### src/rtl/shift_reg_seq_pkg.sv
// Shared types for the shift-register command sequencer: op codes, register
// mode encodings, FSM states and the latched command payload.
package shift_reg_seq_pkg;

    localparam int unsigned SR_W     = 4;
    localparam int unsigned SR_CNT_W = 4;

    typedef enum logic [1:0] {
        OP_LOAD_ONLY   = 2'b00,
        OP_LOAD_SHIFT  = 2'b01,
        OP_LOAD_ROTATE = 2'b10,
        OP_SHIFT_ONLY  = 2'b11
    } cmd_op_e;

    localparam logic [1:0] MODO_SHIFT  = 2'b00;
    localparam logic [1:0] MODO_ROTATE = 2'b01;
    localparam logic [1:0] MODO_LOAD   = 2'b10;

    typedef enum logic [2:0] {
        ST_IDLE    = 3'd0,
        ST_LOAD    = 3'd1,
        ST_RUN     = 3'd2,
        ST_CAPTURE = 3'd3,
        ST_RESP    = 3'd4
    } state_e;

    typedef struct packed {
        cmd_op_e         op;
        logic            dir;
        logic            sin;
        logic [SR_W-1:0] data;
    } cmd_t;

    // Register mode used while stepping; only LOAD_ROTATE rotates.
    function automatic logic [1:0] run_modo(input cmd_op_e op);
        return (op == OP_LOAD_ROTATE) ? MODO_ROTATE : MODO_SHIFT;
    endfunction

endpackage

### src/rtl/shift_reg_step_counter.sv
// Loadable down-counter tracking the remaining shift/rotate steps of a command.
module shift_reg_step_counter
    import shift_reg_seq_pkg::*;
(
    input  logic                clk,
    input  logic                reset,
    input  logic                load,
    input  logic [SR_CNT_W-1:0] load_val,
    input  logic                dec,
    output logic [SR_CNT_W-1:0] count,
    output logic                zero_c
);

    logic [SR_CNT_W-1:0] cnt;

    // Load has priority; decrement saturates at zero.
    always_ff @(posedge clk or posedge reset) begin
        if (reset) begin
            cnt <= '0;
        end else if (load) begin
            cnt <= load_val;
        end else if (dec && (cnt != '0)) begin
            cnt <= cnt - SR_CNT_W'(1);
        end
    end

    assign count  = cnt;
    assign zero_c = (cnt == '0);

endmodule

### src/rtl/shift_reg_sequencer.sv
// Command-driven controller for a 4-bit universal shift register: load, then
// N shifts or rotations, then return the final Q/S_OUT on a response port.
module shift_reg_sequencer
    import shift_reg_seq_pkg::*;
(
    input  logic                clk,
    input  logic                reset,
    input  logic                cmd_valid,
    output logic                cmd_ready,
    input  logic [1:0]          cmd_op,
    input  logic                cmd_dir,
    input  logic                cmd_sin,
    input  logic [SR_W-1:0]     cmd_data,
    input  logic [SR_CNT_W-1:0] cmd_count,
    output logic                rsp_valid,
    input  logic                rsp_ready,
    output logic [SR_W-1:0]     rsp_q,
    output logic                rsp_sout,
    output logic                enb,
    output logic                dir,
    output logic                s_in,
    output logic [1:0]          modo,
    output logic [SR_W-1:0]     d,
    input  logic [SR_W-1:0]     q,
    input  logic                s_out
);

    state_e              state, state_d;
    cmd_t                cmd_q, cmd_cur;
    logic                accept;
    logic                step_dec;
    logic [SR_CNT_W-1:0] step_cnt;
    logic                step_zero_c;

    logic                cmd_ready_d, rsp_valid_d, enb_d, dir_d, s_in_d;
    logic [1:0]          modo_d;
    logic [SR_W-1:0]     d_d;

    assign accept   = cmd_valid && cmd_ready;
    assign step_dec = (state == ST_RUN);

    shift_reg_step_counter u_step_counter (
        .clk      (clk),
        .reset    (reset),
        .load     (accept),
        .load_val (cmd_count),
        .dec      (step_dec),
        .count    (step_cnt),
        .zero_c   (step_zero_c)
    );

    // Next state plus next-cycle pin values, so the pins line up with the state they belong to.
    always_comb begin
        state_d     = state;
        cmd_ready_d = 1'b0;
        rsp_valid_d = 1'b0;
        enb_d       = 1'b0;
        dir_d       = 1'b0;
        s_in_d      = 1'b0;
        modo_d      = MODO_SHIFT;
        d_d         = '0;

        cmd_cur = cmd_q;
        if (accept) begin
            cmd_cur.op   = cmd_op_e'(cmd_op);
            cmd_cur.dir  = cmd_dir;
            cmd_cur.sin  = cmd_sin;
            cmd_cur.data = cmd_data;
        end

        case (state)
            ST_IDLE: begin
                if (accept) begin
                    if (cmd_cur.op == OP_SHIFT_ONLY) begin
                        state_d = (cmd_count == '0) ? ST_CAPTURE : ST_RUN;
                    end else begin
                        state_d = ST_LOAD;
                    end
                end
            end
            ST_LOAD: begin
                state_d = ((cmd_cur.op == OP_LOAD_ONLY) || step_zero_c) ? ST_CAPTURE : ST_RUN;
            end
            ST_RUN: begin
                if (step_cnt == SR_CNT_W'(1)) begin
                    state_d = ST_CAPTURE;
                end
            end
            ST_CAPTURE: begin
                state_d = ST_RESP;
            end
            ST_RESP: begin
                if (rsp_ready) begin
                    state_d = ST_IDLE;
                end
            end
            default: begin
                state_d = ST_IDLE;
            end
        endcase

        case (state_d)
            ST_IDLE: cmd_ready_d = 1'b1;
            ST_LOAD: begin
                enb_d  = 1'b1;
                modo_d = MODO_LOAD;
                d_d    = cmd_cur.data;
            end
            ST_RUN: begin
                enb_d  = 1'b1;
                dir_d  = cmd_cur.dir;
                modo_d = run_modo(cmd_cur.op);
                s_in_d = (modo_d == MODO_SHIFT) ? cmd_cur.sin : 1'b0;
            end
            ST_RESP: rsp_valid_d = 1'b1;
            default: ;
        endcase
    end

    // State, registered pins, command latch and response capture.
    always_ff @(posedge clk or posedge reset) begin
        if (reset) begin
            state     <= ST_IDLE;
            cmd_q     <= '0;
            cmd_ready <= 1'b1;
            rsp_valid <= 1'b0;
            rsp_q     <= '0;
            rsp_sout  <= 1'b0;
            enb       <= 1'b0;
            dir       <= 1'b0;
            s_in      <= 1'b0;
            modo      <= MODO_SHIFT;
            d         <= '0;
        end else begin
            state     <= state_d;
            cmd_ready <= cmd_ready_d;
            rsp_valid <= rsp_valid_d;
            enb       <= enb_d;
            dir       <= dir_d;
            s_in      <= s_in_d;
            modo      <= modo_d;
            d         <= d_d;
            if (accept) begin
                cmd_q <= cmd_cur;
            end
            if (state == ST_CAPTURE) begin
                rsp_q    <= q;
                rsp_sout <= s_out;
            end
        end
    end

endmodule

### config.mk
export PLATFORM = sky130hd
export DESIGN_NAME = shift_reg_sequencer
export DESIGN_NICKNAME = d
export VERILOG_FILES = /design/src/rtl/shift_reg_seq_pkg.sv /design/src/rtl/shift_reg_step_counter.sv /design/src/rtl/shift_reg_sequencer.sv
export SDC_FILE = /design/constraint.sdc
export NUM_CORES = 1
export LEC_CHECK = 0
export CORE_ASPECT_RATIO = 1.5
export CORE_MARGIN = 4
export CORE_UTILIZATION = 42
export DETAILED_ROUTE_END_ITERATION = 10
export PLACE_DENSITY = 0.76
export SLEW_MARGIN = 15
export SYNTH_ARGS = -nofsm -noshare
export SYNTH_HDL_FRONTEND = slang
export SYNTH_SLANG_ARGS = --single-unit
### constraint.sdc
create_clock -name clk -period 1.7 [get_ports clk]
set_clock_uncertainty 0.1 [all_clocks]
set_input_delay 0.17 -clock clk [delete_from_list [all_inputs] [get_ports clk]]
set_output_delay 0.17 -clock clk [all_outputs]
set_load 0.01 [all_outputs]
==> results.md <==
- Outcome: finished, violations left
- Violated checks: setup timing
- Distinct cells, synth: 32
- FMAX: roughly 0.55 GHz
- Synthesized Nets: between 100 and 150
- Post-CTS Setup Bufs: 0
- Via count: approximately 1000
- Synth top area share: 56.44%
- Predominant post-synthesis flop cell: dfrtp_1
- # H-tree levels: 2
- Die area: about 4100 µm²
- Row Count: 24
- Routed WL: about 2.9 mm
- Hold_buf cts: 0
- Worst setup EP type: flip-flop
- Post-synth ARST share: 100.0%
- Layout Nets: 187
- Clock latency on the worst-skew pair: between 200 and 300 ps
- Post-Syn Instances: approximately 110
- Maximum VDD drop: about 980 µV
- Synth Cell Area: 1330 µm²
- Final Max Tran Viols: 0
- Core area: a little under 3000 µm²
- Fin worst setup slack: -130.6 ps
- Placed insts: 195
- Layout cells sized above 1: between 20% and 30%
- HPWL after detailed placement: between 2 and 2.5 mm
- CTS Sinks: 31
- Worst-Margin Slew: ~380 ps
- Avg Cell Area, Syn: roughly 12 µm²
- Largest net degree at the start of global routing: 32
- CP required: about 1800 ps
- Seq/Total Area, Yosys: between 50% and 60%
- Grt total ovfl: 0
- CP Class: reg -> reg
- EDFF count, synth: 0
- RSZ-0062 raised after global routing: yes
- Gr usage total: around 16%
- Area growth syn-to-layout: 47.51%
- Crit path max fanout: 6
- Max Buffers Root-to-Sink: 2
- Setup_tns: -665.7 ps
- CTS Buf Count: 5
- Top cells by area, synth: dfrtp_1 56%, mux2_2 11%, ha_1 2.8%
- Slew Limit Headroom: about three quarters
- Setup violations, final: 8
- Post-DR wirelength/cell: 14.36 µm
- Final Instance Area: roughly 2000 µm²
- Pwr Density: between 1500 and 2000 nW/µm²
- First-pass DRT Iterations: 2
- Clk root buf: clkbuf_8
- Dpl cell area: ~1800 µm²
- Residual DRC: 0
- Via density: approximately 5.0
- Die height: 76.92 µm
- Initial antenna violation count: 0
- ANT cells: 0
- Tightest Hold Check Type: in -> async
- Synthesis warning total: 0
- Area of the multi-input gates: between 500 and 600 µm²
- CP startpoint kind: flip-flop
- Placer congestion estimate: ~0.76
- Finished Layout Cells: a little over 200
- Fin crit period: 1831 ps
- Crit path DAT: ~1900 ps
- Initial core utilization: between 40 and 50%
- Layout Utilization: between 60 and 70%
- Post-synth top area cell: dfrtp_1
- # IOs: 37
- FF+latch count, synth: 31
- Pleak: around 0.85 nW
- Final count of hold timing violations: 0
- Max Cap Violations: 0
- Clock Pin Slew Worst Setup and Hold Paths: ~60 ps
- CTS tree: done
- Die width: approximately 54 µm
- Filler instances: about 220
- Number of global-route vias before repair: ~1100
- Top cells by count, synth: 30 x dfrtp_1, 13 x mux2_2, 7 x nor2_1, 6 x inv_1, 6 x nor2b_1
- First-pass GRT wire length: 4.864 mm
- Most frequent cell after synthesis: dfrtp_1
- Antenna-violating nets left: 0
- Port buffer count: 36
- Reg area: around 780 µm²
- Period utilization: 107.7%
- Initial DRC count: 9
[layout make-up]
type                       instances  share of cell area, %
clock buffer                       6                  4.209
clock inverter                     1                 0.2551
inverter                           6                  1.148
multi-input combinational         70                  28.95
sequential                        31                  39.67
tap                               39                  2.487
timing repair buffer              49                  23.28
[power by group]
group / internal [mW] / switching (mW) / leakage (nW)
Combinational: 0.910 / 0.651 / 0.426
Clock: 0.317 / 0.249 / 0.0470
Sequential: 1.07 / 0.188 / 0.380
[stage by stage]
stage / worst slack, ps / power, mW / hold WS, ps
after floorplan: 5.978 / 2.037 / 172.8
after global placement: -167.6 / 2.678 / 373.8
after detailed placement: -230.2 / 2.753 / 386.7
after CTS: -131.7 / 3.351 / 182.8
after global routing: -207.5 / 3.636 / 231.7
final: -130.6 / 3.385 / 177.5
[kinds of logic after synthesis]
| logic type | after synthesis | synth area share (%) |
|---|---|---|
| compound gates | 15 | 8.373 |
| xor+xnor | 3 | 1.976 |
| fa+ha+maj | 3 | 2.823 |
| buf+inv | 7 | 2.069 |
| flops | 31 | 58.42 |
| mux | 13 | 11.01 |
| simple gates | 36 | 15.33 |
[timing repair]
action | in CTS | in global routing
endpoints found under the setup margin | 9 | 12
resized for setup | 5 | 7
cloned | 0 | 0
pin swaps | 0 | 3
[path summary, 6_finish.rpt]
kind / from / endpoint / slack, ps / cells past startpoint
hold / removal: reset / rsp_sout$_DFFE_PP0N_ / 180 / 3
setup / recovery: u_step_counter.count[1]$_DFFE_PP0P_ / d[3]$_DFF_PP0_ / -130 / 6
setup reg to reg: u_step_counter.count[1]$_DFFE_PP0P_ / d[3]$_DFF_PP0_ / -130 / 6
max in group asynchronous: reset / cmd_ready$_DFF_PP1_ / 1010 / 3
min in group clk: cmd_q[4]$_DFFE_PP0N_ / cmd_q[4]$_DFFE_PP0N_ / 400 / 1
hold reg to reg: cmd_q[4]$_DFFE_PP0N_ / cmd_q[4]$_DFFE_PP0N_ / 400 / 1
[metal layers]
layer  vias up  GRT usage (%)  wire (µm)
li1        488              -          -
met1       493          15.56        970
met2        23          29.25       1706
met3         7          5.233        140
met4         0          7.928         83
met5         -              0          0
[registers in the layout, summed over array words and instances (netlist names)]
register              count
s_in                      1
modo                      2
rsp_sout                  1
d                         4
state                     3
cmd_ready                 1
u_step_counter.count      4
cmd_q                     8
dir                       1
rsp_q                     4
rsp_valid                 1
enb                       1
[worst max-delay path, cell delays in order (launching register included)]
cell and delay [ps]:
dfrtp_1 390, inv_2 110, ha_4 130, nand3b_1 70, a2111o_1 460, a311o_1 360, nor2b_1 140
[cells in the final DEF, fill, tap and decap left out, types with 2 or more instances in the layout]
cell | Yosys | final
clkdlybuf4s50_1 | 0 | 35
dfrtp_1 | 30 | 29
buf_4 | 0 | 13
mux2_2 | 13 | 12
nor2_1 | 7 | 7
nor2b_1 | 6 | 6
clkbuf_8 | 0 | 6
nand2_1 | 5 | 5
inv_1 | 6 | 4
a21oi_1 | 5 | 4
and2_1 | 3 | 2
nor3b_1 | 2 | 2
inv_2 | 0 | 2
a22o_1 | 2 | 2
nand3b_1 | 2 | 2
nand3_1 | 3 | 2
nand4_1 | 2 | 2
xor2_1 | 2 | 2
ha_4 | 0 | 2
No activity file was read; power rests on OpenSTA's default activity.
